## src/rtl/ahbl_traffic_master.sv

```systemverilog
// AHB-Lite master: writes seed+i to base+4*i, reads the words back and counts miscompares/error responses.
// Optional first-error capture ports are enabled by defining AHBL_TRAFFIC_ERR_LOG_EN.
module ahbl_traffic_master #(
  parameter int unsigned CNT_WIDTH = 8,
  parameter int unsigned ERR_WIDTH = 16
) (
  input  logic                 HCLK,
  input  logic                 HRESET,
  input  logic                 start,
  input  logic [31:0]          base_addr,
  input  logic [CNT_WIDTH-1:0] num_words,
  input  logic [31:0]          seed,
  output logic                 busy,
  output logic                 done,
  output logic                 pass,
  output logic [ERR_WIDTH-1:0] err_count,
  output logic [31:0]          HADDR,
  output logic                 HWRITE,
  output logic [1:0]           HTRANS,
  output logic [2:0]           HSIZE,
  output logic [2:0]           HBURST,
  output logic                 HMASTLOCK,
  output logic [31:0]          HWDATA,
  input  logic                 HREADY,
  input  logic                 HRESP,
  input  logic [31:0]          HRDATA
`ifdef AHBL_TRAFFIC_ERR_LOG_EN
  ,
  output logic [31:0]          first_err_addr,
  output logic [31:0]          first_err_data
`endif
);

  localparam int unsigned EW1       = ERR_WIDTH + 1;
  localparam logic [1:0]  TR_IDLE   = 2'b00;
  localparam logic [1:0]  TR_NONSEQ = 2'b10;
  localparam logic [1:0]  TR_SEQ    = 2'b11;
  localparam logic [2:0]  BURST_INC = 3'b001;
  localparam logic [31:0] WORD_MASK = 32'hFFFF_FFFC;

  typedef enum logic [2:0] {
    S_IDLE, S_WRITE, S_WR_LAST, S_READ, S_RD_LAST, S_DONE
  } state_t;

  state_t               state, state_nxt;
  logic [CNT_WIDTH-1:0] idx, idx_nxt;
  logic [CNT_WIDTH-1:0] num_lat, num_nxt;
  logic [31:0]          base_lat, base_nxt;
  logic [31:0]          seed_lat, seed_nxt;
  logic [31:0]          haddr_nxt, hwdata_nxt, haddr_inc;
  logic [1:0]           htrans_nxt;
  logic                 hwrite_nxt, busy_nxt, done_nxt, pass_nxt;
  logic [ERR_WIDTH-1:0] err_nxt;
  logic [EW1-1:0]       err_sum;
  logic [1:0]           err_inc;
  logic                 dph_active, dph_read, beat, resp_hit, mis_hit, last_word;
  logic [31:0]          dph_word, exp_data;

  assign HSIZE     = 3'b010;
  assign HMASTLOCK = 1'b0;

  // idx counts accepted address phases, so the word in the data phase is always idx-1
  assign dph_word  = 32'(idx) - 32'd1;
  assign exp_data  = seed_lat + dph_word;
  assign haddr_inc = HADDR + 32'd4;
  assign last_word = (idx == num_lat - CNT_WIDTH'(1));

  always_comb begin
    dph_active = 1'b0;
    dph_read   = 1'b0;
    unique case (state)
      S_WRITE:   dph_active = (idx != '0);
      S_WR_LAST: dph_active = 1'b1;
      S_READ: begin
        dph_active = (idx != '0);
        dph_read   = (idx != '0);
      end
      S_RD_LAST: begin
        dph_active = 1'b1;
        dph_read   = 1'b1;
      end
      default: ;
    endcase
  end

  assign beat     = dph_active && HREADY;
  assign resp_hit = beat && HRESP;
  assign mis_hit  = beat && dph_read && (HRDATA != exp_data);
  assign err_inc  = 2'(mis_hit) + 2'(resp_hit);
  assign err_sum  = {1'b0, err_count} + EW1'(err_inc);

`ifdef AHBL_TRAFFIC_ERR_LOG_EN
  logic [31:0] fe_addr_nxt, fe_data_nxt;
`endif

  // Next-state and next-output logic
  always_comb begin
    state_nxt  = state;
    idx_nxt    = idx;
    num_nxt    = num_lat;
    base_nxt   = base_lat;
    seed_nxt   = seed_lat;
    haddr_nxt  = HADDR;
    htrans_nxt = HTRANS;
    hwrite_nxt = HWRITE;
    hwdata_nxt = HWDATA;
    busy_nxt   = busy;
    done_nxt   = 1'b0;
    pass_nxt   = pass;
    err_nxt    = err_sum[ERR_WIDTH] ? '1 : err_sum[ERR_WIDTH-1:0];
`ifdef AHBL_TRAFFIC_ERR_LOG_EN
    fe_addr_nxt = first_err_addr;
    fe_data_nxt = first_err_data;
    if ((mis_hit || resp_hit) && err_count == '0) begin
      fe_addr_nxt = (base_lat & WORD_MASK) + (dph_word << 2);
      fe_data_nxt = HRDATA;
    end
`endif

    unique case (state)
      S_IDLE: begin
        if (start) begin
          err_nxt = '0;
`ifdef AHBL_TRAFFIC_ERR_LOG_EN
          fe_addr_nxt = '0;
          fe_data_nxt = '0;
`endif
          if (num_words == '0) begin
            state_nxt = S_DONE;
            done_nxt  = 1'b1;
            pass_nxt  = 1'b1;
          end else begin
            state_nxt  = S_WRITE;
            num_nxt    = num_words;
            base_nxt   = base_addr;
            seed_nxt   = seed;
            idx_nxt    = '0;
            haddr_nxt  = base_addr & WORD_MASK;
            htrans_nxt = TR_NONSEQ;
            hwrite_nxt = 1'b1;
            busy_nxt   = 1'b1;
            pass_nxt   = 1'b0;
          end
        end
      end

      S_WRITE, S_READ: begin
        if (HREADY) begin
          idx_nxt = idx + CNT_WIDTH'(1);
          if (state == S_WRITE) hwdata_nxt = seed_lat + 32'(idx);
          if (last_word) begin
            state_nxt  = (state == S_WRITE) ? S_WR_LAST : S_RD_LAST;
            htrans_nxt = TR_IDLE;
          end else begin
            haddr_nxt  = haddr_inc;
            htrans_nxt = (haddr_inc[9:0] == 10'd0) ? TR_NONSEQ : TR_SEQ;
          end
        end
      end

      S_WR_LAST: begin
        if (HREADY) begin
          state_nxt  = S_READ;
          idx_nxt    = '0;
          haddr_nxt  = base_lat & WORD_MASK;
          htrans_nxt = TR_NONSEQ;
          hwrite_nxt = 1'b0;
        end
      end

      S_RD_LAST: begin
        if (HREADY) begin
          state_nxt = S_DONE;
          done_nxt  = 1'b1;
          busy_nxt  = 1'b0;
          pass_nxt  = (err_nxt == '0);
        end
      end

      S_DONE: state_nxt = S_IDLE;

      default: state_nxt = S_IDLE;
    endcase
  end

  always_ff @(posedge HCLK) begin
    if (HRESET) begin
      state     <= S_IDLE;
      idx       <= '0;
      num_lat   <= '0;
      base_lat  <= '0;
      seed_lat  <= '0;
      HADDR     <= '0;
      HTRANS    <= TR_IDLE;
      HWRITE    <= 1'b0;
      HWDATA    <= '0;
      HBURST    <= '0;
      busy      <= 1'b0;
      done      <= 1'b0;
      pass      <= 1'b0;
      err_count <= '0;
`ifdef AHBL_TRAFFIC_ERR_LOG_EN
      first_err_addr <= '0;
      first_err_data <= '0;
`endif
    end else begin
      state     <= state_nxt;
      idx       <= idx_nxt;
      num_lat   <= num_nxt;
      base_lat  <= base_nxt;
      seed_lat  <= seed_nxt;
      HADDR     <= haddr_nxt;
      HTRANS    <= htrans_nxt;
      HWRITE    <= hwrite_nxt;
      HWDATA    <= hwdata_nxt;
      HBURST    <= (htrans_nxt != TR_IDLE) ? BURST_INC : 3'b000;
      busy      <= busy_nxt;
      done      <= done_nxt;
      pass      <= pass_nxt;
      err_count <= err_nxt;
`ifdef AHBL_TRAFFIC_ERR_LOG_EN
      first_err_addr <= fe_addr_nxt;
      first_err_data <= fe_data_nxt;
`endif
    end
  end

endmodule

```

## config.mk

```make
export PLATFORM = sky130hd
export DESIGN_NAME = ahbl_traffic_master
export DESIGN_NICKNAME = d
export VERILOG_FILES = /design/src/rtl/ahbl_traffic_master.sv
export SDC_FILE = /design/constraint.sdc
export NUM_CORES = 1
export LEC_CHECK = 0
export ABC_AREA = 0
export CAP_MARGIN = 20
export CORE_ASPECT_RATIO = 0.75
export CORE_MARGIN = 5
export CORE_UTILIZATION = 45
export DETAILED_ROUTE_END_ITERATION = 6
export GPL_TIMING_DRIVEN = 0
export PLACE_DENSITY = 0.76
export SYNTH_ARGS = -nofsm -noshare
export SYNTH_HDL_FRONTEND = slang
export SYNTH_SLANG_ARGS = --single-unit
```

## constraint.sdc

```tcl
create_clock -name HCLK -period 7.8 [get_ports HCLK]
set_input_delay 0.78 -clock HCLK [delete_from_list [all_inputs] [get_ports HCLK]]
set_output_delay 0.78 -clock HCLK [all_outputs]
set_load 0.05 [all_outputs]
```

==> results of run 1 <==
## cell families after synthesis
family,Yosys count,synth area share
fa+ha+maj,47,0.0569
mux,8,0.00746
flops,166,0.310
xor+xnor,107,0.0873
buf+inv,124,0.0468
other cells,2,0.000700
compound gates,431,0.249
simple gates,566,0.243
## stage by stage
step | hold WS [ns] | instances | utilization
floorplan | 0.436 | 1457 | -
global placement | 0.439 | 1954 | 0.550
detailed placement | 0.448 | 1955 | 0.551
CTS | 0.458 | 1987 | 0.576
global route | 0.467 | 1991 | 0.578
finish | 0.456 | 1991 | 0.578
## where the power goes
group	switching, W	leakage, nW	internal, W	total [W]
combinational	0.000722	3.33	0.000429	0.00115
sequential	0.0000638	1.36	0.000902	0.000965
clock	0.000388	0.300	0.000491	0.000879
## cell usage in the layout, fill, tap and decap left out, drive strengths merged, types with 38 or more instances in the layout
master and instances:
a211oi 38, a21oi 183, clkbuf 100, clkdlybuf4s50 191
dfxtp 166, ha 44, nand2 255, nor2 116
nor3 38, o21ai 73, xnor2 68, xor2 39
## state kept, by name, summed over array words and instances, names as in the netlist
signal,cells
state,3
base_lat,30
err_count,16
HBURST,1
pass,1
done,1
HADDR,30
idx,8
seed_lat,32
HWRITE,1
busy,1
num_lat,8
HTRANS,2
HWDATA,32
## repair_timing
action / in CTS / in global routing
buffers inserted: 0 / 4
endpoints found under the setup margin: 0 / 11
resized for setup: 0 / 1
## cell type report
cell class,count,share of cell area
Multi-Input combinational cell,1167,0.506
Sequential cell,166,0.242
Timing Repair Buffer,196,0.143
Clock buffer,18,0.0320
Buffer,96,0.0289
Tap cell,306,0.0279
Clock inverter,14,0.0122
Inverter,28,0.00766
## worst max-delay path by stage
stage,start,end,slack (ns),depth (start not counted)
final,idx[1],err_count[2],0.49,25
after floorplan,idx[1],pass,0.75,28
after CTS,idx[0],err_count[2],0.37,24
after global routing,idx[2],pass,0.06,28
after global placement,idx[2],err_count[4],-1.13,23
after detailed placement,idx[2],err_count[2],0.39,24
## metal layers
| metal | routed length (µm) | up-vias | share of wire | track usage |
|---|---|---|---|---|
| li1 | - | 5616 | - | - |
| met1 | 17100 | 5551 | 0.45 | 0.400 |
| met2 | 15900 | 672 | 0.42 | 0.400 |
| met3 | 4080 | 85 | 0.11 | 0.0510 |
| met4 | 915 | 2 | 0.024 | 0.0724 |
| met5 | 7 | - | 0.00018 | 0 |
## worst reg2reg max path: cells and delay by family, from the launching register on
family / cells / cell delay, ns
AOI/OAI and AO/OA: 5 / 1.65
adders and majority gates: 4 / 1.36
buffers and inverters: 6 / 1.38
DFF: 1 / 0.39
and+or+nand+nor: 10 / 2.39
==> flow_metrics.py, run 1 <==
metrics = {
    "logic_synthesis": {
        "synth.distinct_cells": 67,
        "yosysMostFrequentCell": "nand2_1",
        "synth_area_leaders": "dfxtp_1 (31%), nand2_1 (8.9%), a21oi_1 (8.5%), xnor2_1 (5.6%), ha_1 (5.1%)",
        "synth_seq_cells": 166,
        "ys.flop_type": "dfxtp_1",
        "async_flop_share": 0,
        "seq_area_frac_synth": 0.310,
        "synth_top_area_frac": 0.310,
        "netlist_instances": 1451,
        "synth_area_um2": 10700,
        "synthTopCellsByCount": "nand2_1 (255), a21oi_1 (183), dfxtp_1 (166)",
        "synth_area_leader_cell": "dfxtp_1",
        "avgSynthCellArea_um2": 7.40,
        "synth-edff-count": 0,
        "yosysWarningCount": 0,
    },
    "drt": {
        "drc_errors": 0,
        "vias": 11900,
        "first_iter_violations": 1553,
        "routedWlPerCell_um": 19.1,
        "ant_nets": 0,
        "firstDrtPassIters": 6,
        "wirelength_um": 38000,
        "vias_per_cell": 5.99,
    },
    "placed_design": {
        "portBuffers": 191,
        "pre_cts_slack_ns": 0.393,
        "dp_hpwl_um": 29600,
        "gp_congestion": 0.979,
        "placedInstanceArea_um2": 13100,
    },
    "critical_path": {
        "r2r-start": "idx[1]",
        "worst_r2r_endpoint": "err_count[2]",
        "critical_path_required_ns": 8.10,
        "crit_fanout": 17,
        "critPathSlowestCell": "fa_1",
        "worstSetupPathType": "register to register",
        "critPathCaptureType": "register",
        "start_kind": "register",
        "ff2ff_path_depth": 25,
        "crit_family": "simple AND/OR/NAND/NOR gates",
        "path_buf_inv": 6,
        "critical_path_arrival_ns": 7.60,
        "max_stage_delay_ns": 0.55,
        "reg2reg_slack_ns": 0.49,
    },
    "clocking": {
        "ctsHtreeMaxLevel": 4,
        "clock_sinks": 166,
        "cts_tree": "built",
        "cts_buffers": 17,
        "ctsHoldBuffers": 0,
        "cts-root-buf": "clkbuf_16",
        "clk_pin_slew_worst_paths_ns": 0.07,
        "clkLatencyLatePin_ns": 0.44,
        "cts_buffer_depth": 2,
    },
    "sta": {
        "rsz0062_at_grt": "false",
        "setup-tns-final_ns": 0,
        "fin_crit_ns": 7.31,
        "setup_slack_ns": 0.494,
        "worstMarginPinSlew_ns": 0.887,
        "clock_skew_ns": 0.0121,
        "setup_viol": 0,
        "max_freq_mhz": 137,
        "hold_violations": 0,
        "slew_headroom": 0.403,
        "fin_crit_sh": 0.937,
        "slew_viol_final": 0,
    },
    "cells_and_area": {
        "drive_gt1_frac": 0.0398,
        "antennaDiodeCount": 0,
        "final_design_area_no_fill_um2": 13700,
        "fillers": 2192,
        "ff_latch_area_um2": 3320,
        "finalNetCount": 1828,
        "area_growth_pct": 27.9,
        "multi_input_area_um2": 6940,
    },
    "global_routing": {
        "grt_max_degree": 18,
        "grt_pass1_vias": 10800,
        "grt_pass1_wl_um": 58700,
        "overflow": 0,
        "track_usage": 0.269,
        "antenna_found_initial": 1,
    },
    "pwr": {
        "p_total_w": 0.00300,
        "ir_drop_mv": 0.174,
        "p_leak_nw": 4.99,
        "power_density_nw_per_um2": 218,
    },
    "floorplanning": {
        "start_util": 0.452,
        "dieArea_um2": 27100,
        "num_rows": 49,
        "core-area_um2": 23700,
        "die_h_um": 144,
        "dieWidth_um": 188,
        "ioPinCount": 202,
    },
    "worst_hold_path": {
        "hp-class": "register to register",
        "hold_depth": 2,
        "min_from": "base_lat[12]",
        "hold_end": "base_lat[12]",
    },
    "flow_run": {
        "cap_violations": 0,
    },
    "outcome": {
        "status": "complete, no violations",
    },
}
(Power assumes the default switching activity.)
==> inputs of run 2 (changes only) <==
Settings changed: CORE_MARGIN 5 to 3, CORE_UTILIZATION 45 to 50, CTS_BUF_LIST from default to sky130_fd_sc_hd__clkbuf_16, PLACE_DENSITY 0.76 to 0.82.
==> flow_metrics.py, run 2 (synthesis results as in run 1) <==
metrics = {
    "global_routing": {
        "track_usage": 0.312,
        "grt_max_degree": 17,
        "grt_pass1_wl_um": 58400,
        "grt_pass1_vias": 10800,
        "antenna_found_initial": 0,
        "overflow": 0,
    },
    "worst_hold_path": {
        "hold_depth": 2,
        "hold_end": "base_lat[12]",
        "min_from": "base_lat[12]",
        "hp-class": "register to register",
    },
    "clocking": {
        "ctsHoldBuffers": 0,
        "cts_buffers": 17,
        "ctsHtreeMaxLevel": 4,
        "clkLatencyLatePin_ns": 0.43,
        "cts_buffer_depth": 2,
        "clk_pin_slew_worst_paths_ns": 0.07,
        "clock_sinks": 166,
        "cts-root-buf": "clkbuf_16",
        "cts_tree": "built",
    },
    "pwr": {
        "power_density_nw_per_um2": 219,
        "ir_drop_mv": 0.124,
        "p_leak_nw": 4.96,
        "p_total_w": 0.00299,
    },
    "cells_and_area": {
        "reg.largest.list": "HWDATA: 32 flops, seed_lat: 32 flops",
        "area_growth_pct": 27.2,
        "final_cells": 1964,
        "final_common_cell": "nand2_1",
        "drive_gt1_frac": 0.0380,
        "finalNetCount": 1826,
        "antennaDiodeCount": 0,
        "mostFrequentLayoutCells": "nand2_1 (255), clkdlybuf4s50_1 (191), a21oi_1 (183)",
    },
    "flow_run": {
        "cap_violations": 0,
    },
    "critical_path": {
        "max_stage_delay_ns": 0.53,
        "start_kind": "register",
        "critPathSlowestCell": "fa_1",
        "r2r-start": "idx[2]",
        "reg2reg_slack_ns": 0.54,
        "critical_path_required_ns": 8.14,
        "critPathCaptureType": "register",
        "critical_path_arrival_ns": 7.60,
        "worstSetupPathType": "register to register",
        "ff2ff_path_depth": 28,
        "crit_fanout": 15,
        "worst_r2r_endpoint": "pass",
    },
    "floorplanning": {
        "num_rows": 45,
        "die_h_um": 133,
        "start_util": 0.519,
        "ioPinCount": 202,
        "dieArea_um2": 23300,
        "core-area_um2": 20700,
        "dieWidth_um": 175,
    },
    "sta": {
        "fin_crit_sh": 0.931,
        "hold_ws_ns": 0.456,
        "slew_viol_final": 0,
        "fin_crit_ns": 7.26,
        "hold_violations": 0,
        "rsz0062_at_grt": "false",
        "worstMarginPinSlew_ns": 0.794,
        "max_freq_mhz": 138,
        "setup_viol": 0,
        "clock_skew_ns": 0.0133,
        "setup-tns-final_ns": 0,
        "slew_headroom": 0.469,
    },
    "drt": {
        "first_iter_violations": 1812,
        "ant_nets": 0,
        "vias_per_cell": 6.11,
        "wirelength_um": 37900,
        "routedWlPerCell_um": 19.3,
        "firstDrtPassIters": 7,
        "vias": 12000,
        "drc_errors": 0,
    },
    "placed_design": {
        "place_inst": 1931,
        "portBuffers": 191,
        "gp_congestion": 1.00,
        "dp_hpwl_um": 29400,
    },
    "outcome": {
        "status": "complete, no violations",
    },
}
run 2: critical path, delay by kind of cell, from the launching register on:
kind            cells  cell delay, ns
buf+inv             4            0.83
mux                 1            0.17
flops               1            0.31
compound gates      8            2.27
fa+ha+maj           3            1.10
simple gates       12            2.48
run 2: final cells by class:
type | count | area [µm²]
buffer | 96 | 398
clock inverter | 14 | 170
inverter | 28 | 105
timing repair buffer | 194 | 1940
sequential | 166 | 3320
clock buffer | 17 | 425
tap | 282 | 353
multi-input combinational | 1167 | 6940
fill | 1790 | 7010
run 2: metrics by stage:
| stage | area (µm²) | util | worst slack (ns) |
|---|---|---|---|
| final | 13700 | 0.661 | 0.539 |
| after global routing | 13700 | 0.661 | 0.0698 |
| after CTS | 13600 | 0.660 | 0.140 |
| after detailed placement | 13000 | 0.631 | 0.189 |
| after global placement | 13000 | 0.630 | -1.48 |
| after floorplan | 10800 | - | 0.747 |
run 2: routing by layer:
metal	vias to the layer above	part of all wire	track usage	wire, µm
li1	5624	-	-	-
met1	5548	0.45	0.466	17000
met2	773	0.41	0.445	15600
met3	55	0.12	0.0800	4620
met4	0	0.016	0.0766	594
met5	-	0	0	0
run 2: worst max path at each step:
| stage | slack (ns) | to | from |
|---|---|---|---|
| 2_1_floorplan | 0.75 | pass | idx[1] |
| 3_3_place_gp | -1.48 | pass | idx[2] |
| 3_5_place_dp | 0.19 | pass | idx[2] |
| 4_1_cts | 0.14 | pass | idx[2] |
| 5_1_grt | 0.07 | pass | idx[2] |
| 6_report | 0.54 | pass | idx[2] |
run 2: where the power goes:
part | switching [W] | internal (W)
combinational | 0.000730 | 0.000426
clock | 0.000382 | 0.000480
sequential | 0.0000660 | 0.000902
total | 0.00118 | 0.00181
run 2: timing repair:
item | CTS | global route
setup buffers | 0 | 2
setup endpoints to repair | 0 | 17
resized for setup | 0 | 4
==> inputs of run 3 (changes only) <==
Settings changed: HOLD_SLACK_MARGIN from default to 0.05.
==> results of run 3 <==
Final layout, timing and power as in run 2 (identical DEF).
